`config.mk`:
```
export PLATFORM = sky130hd
export DESIGN_NAME = gpio_pin_filter_flat
export DESIGN_NICKNAME = d
export VERILOG_FILES = /design/src/rtl/gpio_pin_filter_if.sv /design/src/rtl/gpio_pin_filter.sv /design/src/flat_wrapper.sv
export SDC_FILE = /design/constraint.sdc
export NUM_CORES = 1
export LEC_CHECK = 0
export BUFFER_PORTS_ARGS = -buffer_cell sky130_fd_sc_hd__buf_2
export CORE_ASPECT_RATIO = 0.6
export CORE_MARGIN = 8
export CORE_UTILIZATION = 36
export DETAILED_ROUTE_END_ITERATION = 10
export PLACE_DENSITY = 0.66
export SETUP_SLACK_MARGIN = 0.3
export SLEW_MARGIN = 20
export SYNTH_ARGS = -nofsm -noshare
export SYNTH_HDL_FRONTEND = slang
export SYNTH_SLANG_ARGS = --single-unit
```
`constraint.sdc`:
```
create_clock -name pclk -period 1.9 [get_ports pclk]
set_clock_uncertainty 0.05 [all_clocks]
set_input_delay 0.19 -clock pclk [delete_from_list [all_inputs] [get_ports pclk]]
set_output_delay 0.19 -clock pclk [all_outputs]
set_load 0.01 [all_outputs]
```
`src/rtl/gpio_pin_filter_if.sv`:
```
// Pin-level bundle between the pad conditioning stage and its consumer.
interface gpio_pin_filter_if #(
  parameter int WIDTH = 16
);
  logic [WIDTH-1:0] pin_raw;
  logic [WIDTH-1:0] filt_en;
  logic [WIDTH-1:0] pin_filt;
  logic [WIDTH-1:0] rise;
  logic [WIDTH-1:0] fall;
  logic             tick;

  modport master (
    output pin_raw, filt_en,
    input  pin_filt, rise, fall, tick
  );

  modport slave (
    input  pin_raw, filt_en,
    output pin_filt, rise, fall, tick
  );
endinterface

```
`src/rtl/gpio_pin_filter.sv`:
```
// GPIO input conditioning: 2-flop synchroniser, optional per-pin debounce
// against a shared prescaled tick, and registered rise/fall pulses.
module gpio_pin_filter_lane #(
  parameter int DEB_TICKS = 4
) (
  input  logic pclk,
  input  logic p_reset,
  input  logic raw_i,
  input  logic en_i,
  input  logic tick_i,
  output logic filt_o,
  output logic rise_o,
  output logic fall_o
);
  localparam int DW = $clog2(DEB_TICKS + 1);

  logic          s1_q, s2_q;
  logic          filt_q, filt_d;
  logic          rise_q, fall_q;
  logic [DW-1:0] dcnt_q, dcnt_d;

  always_comb begin
    filt_d = filt_q;
    dcnt_d = dcnt_q;
    if (!en_i) begin
      filt_d = s2_q;
      dcnt_d = '0;
    end else if (s2_q == filt_q) begin
      dcnt_d = '0;
    end else if (tick_i) begin
      // Last tick of the window commits the new level and rearms the count.
      if (dcnt_q == DW'(DEB_TICKS - 1)) begin
        filt_d = s2_q;
        dcnt_d = '0;
      end else begin
        dcnt_d = dcnt_q + DW'(1);
      end
    end
  end

  always_ff @(posedge pclk) begin
    if (p_reset) begin
      s1_q   <= 1'b0;
      s2_q   <= 1'b0;
      filt_q <= 1'b0;
      rise_q <= 1'b0;
      fall_q <= 1'b0;
      dcnt_q <= '0;
    end else begin
      s1_q   <= raw_i;
      s2_q   <= s1_q;
      filt_q <= filt_d;
      rise_q <= filt_d & ~filt_q;
      fall_q <= ~filt_d & filt_q;
      dcnt_q <= dcnt_d;
    end
  end

  assign filt_o = filt_q;
  assign rise_o = rise_q;
  assign fall_o = fall_q;
endmodule

module gpio_pin_filter #(
  parameter int WIDTH     = 16,
  parameter int PRESCALE  = 16,
  parameter int DEB_TICKS = 4
) (
  input logic              pclk,
  input logic              p_reset,
  gpio_pin_filter_if.slave bus
);
  localparam int PW = (PRESCALE > 1) ? $clog2(PRESCALE) : 1;

  logic [PW-1:0]    pcnt_q, pcnt_d;
  logic             tick_q;
  logic             wrap;
  logic [WIDTH-1:0] filt, rise, fall;

  // Free-running prescaler; tick is registered so it lands one cycle after wrap.
  assign wrap   = (pcnt_q == PW'(PRESCALE - 1));
  assign pcnt_d = wrap ? '0 : pcnt_q + PW'(1);

  always_ff @(posedge pclk) begin
    if (p_reset) begin
      pcnt_q <= '0;
      tick_q <= 1'b0;
    end else begin
      pcnt_q <= pcnt_d;
      tick_q <= wrap;
    end
  end

  for (genvar i = 0; i < WIDTH; i++) begin : g_lane
    gpio_pin_filter_lane #(.DEB_TICKS(DEB_TICKS)) u_lane (
      .pclk    (pclk),
      .p_reset (p_reset),
      .raw_i   (bus.pin_raw[i]),
      .en_i    (bus.filt_en[i]),
      .tick_i  (tick_q),
      .filt_o  (filt[i]),
      .rise_o  (rise[i]),
      .fall_o  (fall[i])
    );
  end

  assign bus.pin_filt = filt;
  assign bus.rise     = rise;
  assign bus.fall     = fall;
  assign bus.tick     = tick_q;
endmodule

```
`src/flat_wrapper.sv`:
```
// flat-port wrapper written by rule: the top's interface ports become plain ports
module gpio_pin_filter_flat 
#(
  parameter int WIDTH     = 16,
  parameter int PRESCALE  = 16,
  parameter int DEB_TICKS = 4
)
  (pclk, p_reset, bus_pin_raw, bus_filt_en, bus_pin_filt, bus_rise, bus_fall, bus_tick);
  gpio_pin_filter_if #(.WIDTH(WIDTH)) bus_i ();
  input logic pclk;
  input logic p_reset;
  input wire logic [$bits(bus_i.pin_raw)-1:0] bus_pin_raw;
  input wire logic [$bits(bus_i.filt_en)-1:0] bus_filt_en;
  output wire logic [$bits(bus_i.pin_filt)-1:0] bus_pin_filt;
  output wire logic [$bits(bus_i.rise)-1:0] bus_rise;
  output wire logic [$bits(bus_i.fall)-1:0] bus_fall;
  output wire logic [$bits(bus_i.tick)-1:0] bus_tick;
  assign bus_i.pin_raw = bus_pin_raw;
  assign bus_i.filt_en = bus_filt_en;
  assign bus_pin_filt = bus_i.pin_filt;
  assign bus_rise = bus_i.rise;
  assign bus_fall = bus_i.fall;
  assign bus_tick = bus_i.tick;
  gpio_pin_filter #(.WIDTH(WIDTH), .PRESCALE(PRESCALE), .DEB_TICKS(DEB_TICKS)) u_core (.pclk(pclk), .p_reset(p_reset), .bus(bus_i));
endmodule
```
* Word level (Yosys, flattened, before mapping)
Cells that the tools add are included.
** Word-level totals
- Register bits :: 133
- Output and inout port bits :: 49
** Operators by class
- Add/subtract/negate cells :: 17
- Equal/unequal tests :: 33
- Muxes and demuxes :: 80
- Bitwise logic cells :: 80
- Reductions and logical operators :: 17
** Operators by type and width (count)
- 2-to-1 mux 1 bit :: 64
- adder 3 x 1 -> 3 bit, second input constant :: 16
- equality test 3 x 2 -> 1 bit, second input constant :: 16
- 2-to-1 mux 3 bit :: 16
- inverter 1 bit :: 48
- OR reduction 3 bit :: 16
- bitwise AND 1 bit :: 32
- equality test 1 bit :: 16
- adder 4 x 1 -> 4 bit, second input constant :: 1
- equality test 4 bit, second input constant :: 1
- OR reduction 2 bit :: 1

* Logic depth before layout (Yosys ltp)
- Word-level depth :: 7
- Depth in mapped cells :: 5
- Gate-level depth less buffers :: 4

* Modules after synthesis
Synthesis repeated with hierarchy kept, for this count alone.
** Second synthesis, totals
- Cells, all modules :: 481
- Area total of the unflattened synthesis :: 5032.3 µm²
** By module, submodules not included
- gpio_pin_filter_lane (u_core.g_lane[0].u_lane ...) :: times used 15, cells an instance 29, area each 302.8 µm², sequential area each 160.2 µm²
- gpio_pin_filter_lane (u_core.g_lane[5].u_lane) :: times used 1, cells an instance 29, area each 301.5 µm², sequential area each 160.2 µm²
- gpio_pin_filter :: times used 1, cells an instance 17, area each 188.9 µm², sequential area each 100.1 µm²

* Worst setup path before layout
Ideal clock, no wire load.
- Kind :: flip-flop to flip-flop
- Start :: register u_core.tick_q (netlist: u_core.bus.tick)
- End :: register u_core.g_lane[0].u_lane.rise_q
- Arrival time :: 1.135 ns
- Required time :: 1.763 ns
- Slack :: 0.627 ns
- Cell stages (with the launch flop) :: 6
- Buffers on the path :: 2
- Cells stage by stage :: dfxtp_1 -> buf_6 -> buf_12 -> nand2_4 -> o21a_1 -> nor4b_2
** On the way
- Cells in the longest elaborated chain, start to end :: 4
** Ends and longest elaborated chain
- from (decl) :: line gpio_pin_filter.sv:76 : logic tick_q;
- from (signal assigned) :: line gpio_pin_filter.sv:90 : tick_q <= wrap;
- 2-to-1 mux 1 bit :: line gpio_pin_filter.sv:30 : end else if (tick_i) begin
- 2-to-1 mux 1 bit :: line gpio_pin_filter.sv:28 : end else if (s2_q == filt_q) begin
- 2-to-1 mux 1 bit :: line gpio_pin_filter.sv:25 : if (!en_i) begin
- bitwise AND 1 bit :: line gpio_pin_filter.sv:53 : rise_q <= filt_d & ~filt_q;
- to (signal assigned) :: line gpio_pin_filter.sv:53
- to (decl) :: line gpio_pin_filter.sv:19 : logic rise_q, fall_q;
Every way passes these cells.
A chain may end at the register's enable or synchronous reset.

* Worst setup path after layout
- Start :: register u_core.g_lane[9].u_lane.dcnt_q[0]
- End :: register u_core.g_lane[9].u_lane.filt_q
** On the way
- Cells in the longest elaborated chain, start to end :: 5
** Ends and longest elaborated chain
- from (decl) :: line gpio_pin_filter.sv:20 : logic [DW-1:0] dcnt_q, dcnt_d;
- from (signal assigned) :: line gpio_pin_filter.sv:55 : dcnt_q <= dcnt_d;
- equality test 3 x 2 -> 1 bit :: line gpio_pin_filter.sv:32 : if (dcnt_q == DW'(DEB_TICKS - 1)) begin
- 2-to-1 mux 1 bit :: line gpio_pin_filter.sv:32
- 2-to-1 mux 1 bit :: line gpio_pin_filter.sv:30
- 2-to-1 mux 1 bit :: line gpio_pin_filter.sv:28
- 2-to-1 mux 1 bit :: line gpio_pin_filter.sv:25
- to (signal assigned) :: line gpio_pin_filter.sv:52 : filt_q <= filt_d;
- to (decl) :: line gpio_pin_filter.sv:18 : logic filt_q, filt_d;
Every way passes these cells.

==> run summary <==
For the worst-skew pair, the clock arrives at the later sink with an insertion delay of 0.41 ns. The total of flip-flops plus latches after synthesis is 133. The total grt overflow came out at 0. The worst setup path is captured at a flip-flop. The core area is 15,400 µm².

At the end of the flow the core is filled with cells to 44.3%. The number of gates resized after CTS was 0. The placer's final routability congestion estimate is 0.715. The average wire per standard cell came out at 12.8 µm. The area added between synthesis and finish came out at 20.0%. Input and output buffers added on the ports amount to 82. The detail-routed via count per cell came out at 4.55.

The critical path arrival came out at 1.70 ns. The cell count after synthesis came out at 548. Once detailed placement completed, the half-perimeter wirelength came to 7110 µm. The final instance count without filler cells came out at 824. The leakage power is 2.87 nW.

TritonCTS built the clock tree. The placement row count came out at 35. The die covers 20,200 µm².

The worst-case IR drop observed on VDD is 0.000545 V. The area of the mapped netlist came out at 5690 µm². The post-route netlist has 25.3% of its cells at a drive strength greater than 1. The top-level port count came out at 83. The post-layout net count is 659. After layout, the design draws a total of 6.75 mW. Setup repair after global routing left no endpoint under its margin.

In this run the number of H-tree levels came out at 4. The setup-violating endpoint count in the final report is 0. The maximum number of pins on one net before global-route repair is 47. The total power density per cell area is 989 nW/µm². The count of antenna-violating nets left after detailed routing came out at 0.

The run finished with clean final reports. The fraction of the cycle the final worst path needs came out at 74.5%. After detailed routing, the number of remaining DRC violations is 0.

The worst hold slack is 0.0565 ns. The starting density of the core is 36.9%. The register clock-pin slew on the reported worst setup and hold paths is 0.06 ns.

The final routed wirelength across all metal layers is 10,500 µm. The setup path with the least slack is of type flip-flop to flip-flop. The max-cap violation count came out at 0. The total CTS buffers came out at 17. The worst setup path is launched from a flip-flop.

The width of the chip came out at 178 µm. Synthesis produced a netlist with a net count of 599. The final count of hold timing violations is 0. The number of placed cells counting well taps is 770.

In the global route stage, overall resource usage came out at 10.7%. The violation count after the first detailed-route iteration came out at 109. Dividing the synthesized area by the synthesized cell count gives 10.4 µm². The die span in y is 113 µm. The antenna diode count is 0. The number of filler cells placed in the layout came out at 1,433.

The Yosys warning count is 0. The transition at the pin with the smallest max-transition slack came out at 0.438 ns. The min-delay analysis places its worst path in the category primary input to flip-flop. In this run the tightest slew margin relative to its limit is 70.6%. The clock period could shrink to 1.42 ns. The highest attainable clock frequency is 0.706 GHz.

The clock sink total is 133. The via count of the first global-routing pass was 3,879. Setup total negative slack on the finished layout was measured at 0 ns. At the worst endpoint, the required time is 2.18 ns. The number of different library cells used by synthesis comes to 29. The number of antenna violations at the first check in global routing came out at 0. The proportion of synthesized chip area in sequential cells is 46.8%. The biggest fanout along the worst timing path came out at 3. The maximum buffer depth of the clock tree is 2. The length of the first detailed-routing pass in iterations came out at 4. In this run the clock root is driven by a clkbuf_16. The total count of max-transition violations in the final report is 0. The number of vias after detailed routing is 3,749. The first global-routing pass estimated 17,500 µm of wire.
[critical path: stages (launching register included)]
cell and delay (ns):
dfxtp_1 0.32, ha_1 0.22, nor2b_1 0.14, a21boi_0 0.38
mux2i_1 0.23
[report_power, final]
group / switching, mW / total [mW] / internal [mW]
clock network: 1.28 / 3.60 / 2.33
logic: 0.121 / 0.265 / 0.144
registers: 0.0393 / 2.88 / 2.84
total: 1.44 / 6.75 / 5.31
[registers in the layout, summed over array words and instances (netlist names)]
| register | count |
|---|---|
| u_core.g_lane.u_lane.dcnt_q | 48 |
| u_core.g_lane.u_lane.fall_o | 16 |
| u_core.g_lane.u_lane.filt_o | 16 |
| u_core.g_lane.u_lane.rise_o | 16 |
| u_core.g_lane.u_lane.s1_q | 16 |
| u_core.g_lane.u_lane.s2_q | 16 |
| u_core.pcnt_q | 4 |
| u_core.bus.tick | 1 |
[area by class of cell]
type | count | area (µm²) | area share, %
Clock inverter | 12 | 189 | 2.77
Inverter | 3 | 11.3 | 0.165
Clock buffer | 20 | 467 | 6.84
Tap cell | 203 | 254 | 3.72
Timing Repair Buffer | 110 | 706 | 10.3
Multi-Input combinational cell | 343 | 2530 | 37.1
Sequential cell | 133 | 2670 | 39.1
[what timing repair did]
item | in CTS | in global routing
setup buffers | 1 | 4
hold buffers | 16 | 0
pin swaps | 0 | 0
hold endpoints to repair | 16 | 0
endpoints found under the setup margin | 1 | 2
cloned | 0 | 1
[layout by cell type (no fill, tap or decap), types with 2 or more instances in the layout]
| master | Yosys | routed |
|---|---|---|
| a211oi_1 | 2 | 2 |
| a21boi_0 | 2 | 2 |
| a21oi_1 | 24 | 24 |
| buf_12 | 1 | 2 |
| buf_2 | 10 | 81 |
| buf_4 | 49 | 10 |
| bufinv_16 | 0 | 4 |
| clkbuf_16 | 0 | 18 |
| clkbuf_8 | 0 | 3 |
| clkinv_4 | 0 | 3 |
| dfxtp_1 | 133 | 132 |
| dlygate4sd3_1 | 0 | 16 |
| ha_1 | 17 | 17 |
| inv_1 | 3 | 3 |
| inv_6 | 0 | 4 |
| mux2i_1 | 24 | 24 |
| nand2_1 | 18 | 18 |
| nand2_4 | 10 | 10 |
| nand2b_1 | 66 | 66 |
| nand3_1 | 8 | 8 |
| nand3b_1 | 24 | 24 |
| nor2_1 | 29 | 29 |
| nor2b_1 | 49 | 49 |
| nor4b_1 | 12 | 12 |
| nor4b_2 | 20 | 20 |
| o21a_1 | 14 | 14 |
| o21ai_0 | 3 | 3 |
| xor2_1 | 16 | 16 |
[metrics by stage]
step / worst slack, ns / area (µm²)
2_1_floorplan: 0.627 / 5690
3_3_place_gp: 0.515 / 5950
3_5_place_dp: 0.413 / 5950
4_1_cts: 0.311 / 6770
5_1_grt: 0.323 / 6830
6_report: 0.484 / 6830
[Yosys cell counts]
cell type / instances / area share, %
a211oi_1: 2 / 0.26
a21boi_0: 2 / 0.26
a21oi_1: 24 / 2.1
and3_1: 1 / 0.11
buf_12: 1 / 0.35
buf_2: 10 / 0.88
buf_4: 49 / 6.5
buf_6: 1 / 0.20
clkbuf_1: 8 / 0.53
dfxtp_1: 133 / 47
ha_1: 17 / 3.7
inv_1: 3 / 0.20
mux2i_1: 24 / 4.2
nand2_1: 18 / 1.2
nand2_4: 10 / 2.0
nand2b_1: 66 / 7.3
nand3_1: 8 / 0.70
nand3b_1: 24 / 3.2
nand4b_1: 1 / 0.15
nor2_1: 29 / 1.9
nor2b_1: 49 / 5.4
nor3_1: 1 / 0.088
nor3b_1: 1 / 0.13
nor4b_1: 12 / 1.8
nor4b_2: 20 / 5.3
o21a_1: 14 / 1.8
o21ai_0: 3 / 0.26
xnor2_1: 1 / 0.15
xor2_1: 16 / 2.5
[kinds of logic after synthesis]
family	synth area share (%)
compound gates	4.75
flops	46.8
mux	4.22
fa+ha+maj	3.74
buf+inv	8.62
xor+xnor	2.62
simple gates	29.2
[routing by layer]
metal / GRT usage (%) / routed length (µm)
met5: 0 / 0
met2: 17.7 / 4830
met3: 4.19 / 631
met1: 12.0 / 4930
met4: 4.50 / 145
[final timing paths]
path,from,to,slack (ns),cells past startpoint
setup / recovery,u_core.g_lane[9].u_lane.dcnt_q[0]$_SDFFE_PP0P_,u_core.g_lane[9].u_lane.filt_o$_SDFF_PP0_,0.48,4
hold / removal,bus_filt_en[9],u_core.g_lane[9].u_lane.dcnt_q[0]$_SDFFE_PP0P_,0.06,3
setup reg to reg,u_core.g_lane[9].u_lane.dcnt_q[0]$_SDFFE_PP0P_,u_core.g_lane[9].u_lane.filt_o$_SDFF_PP0_,0.48,4
hold reg to reg,u_core.g_lane[9].u_lane.s1_q$_SDFF_PP0_,u_core.g_lane[9].u_lane.s2_q$_SDFF_PP0_,0.38,1
No activity file was read; power rests on OpenSTA's default activity.
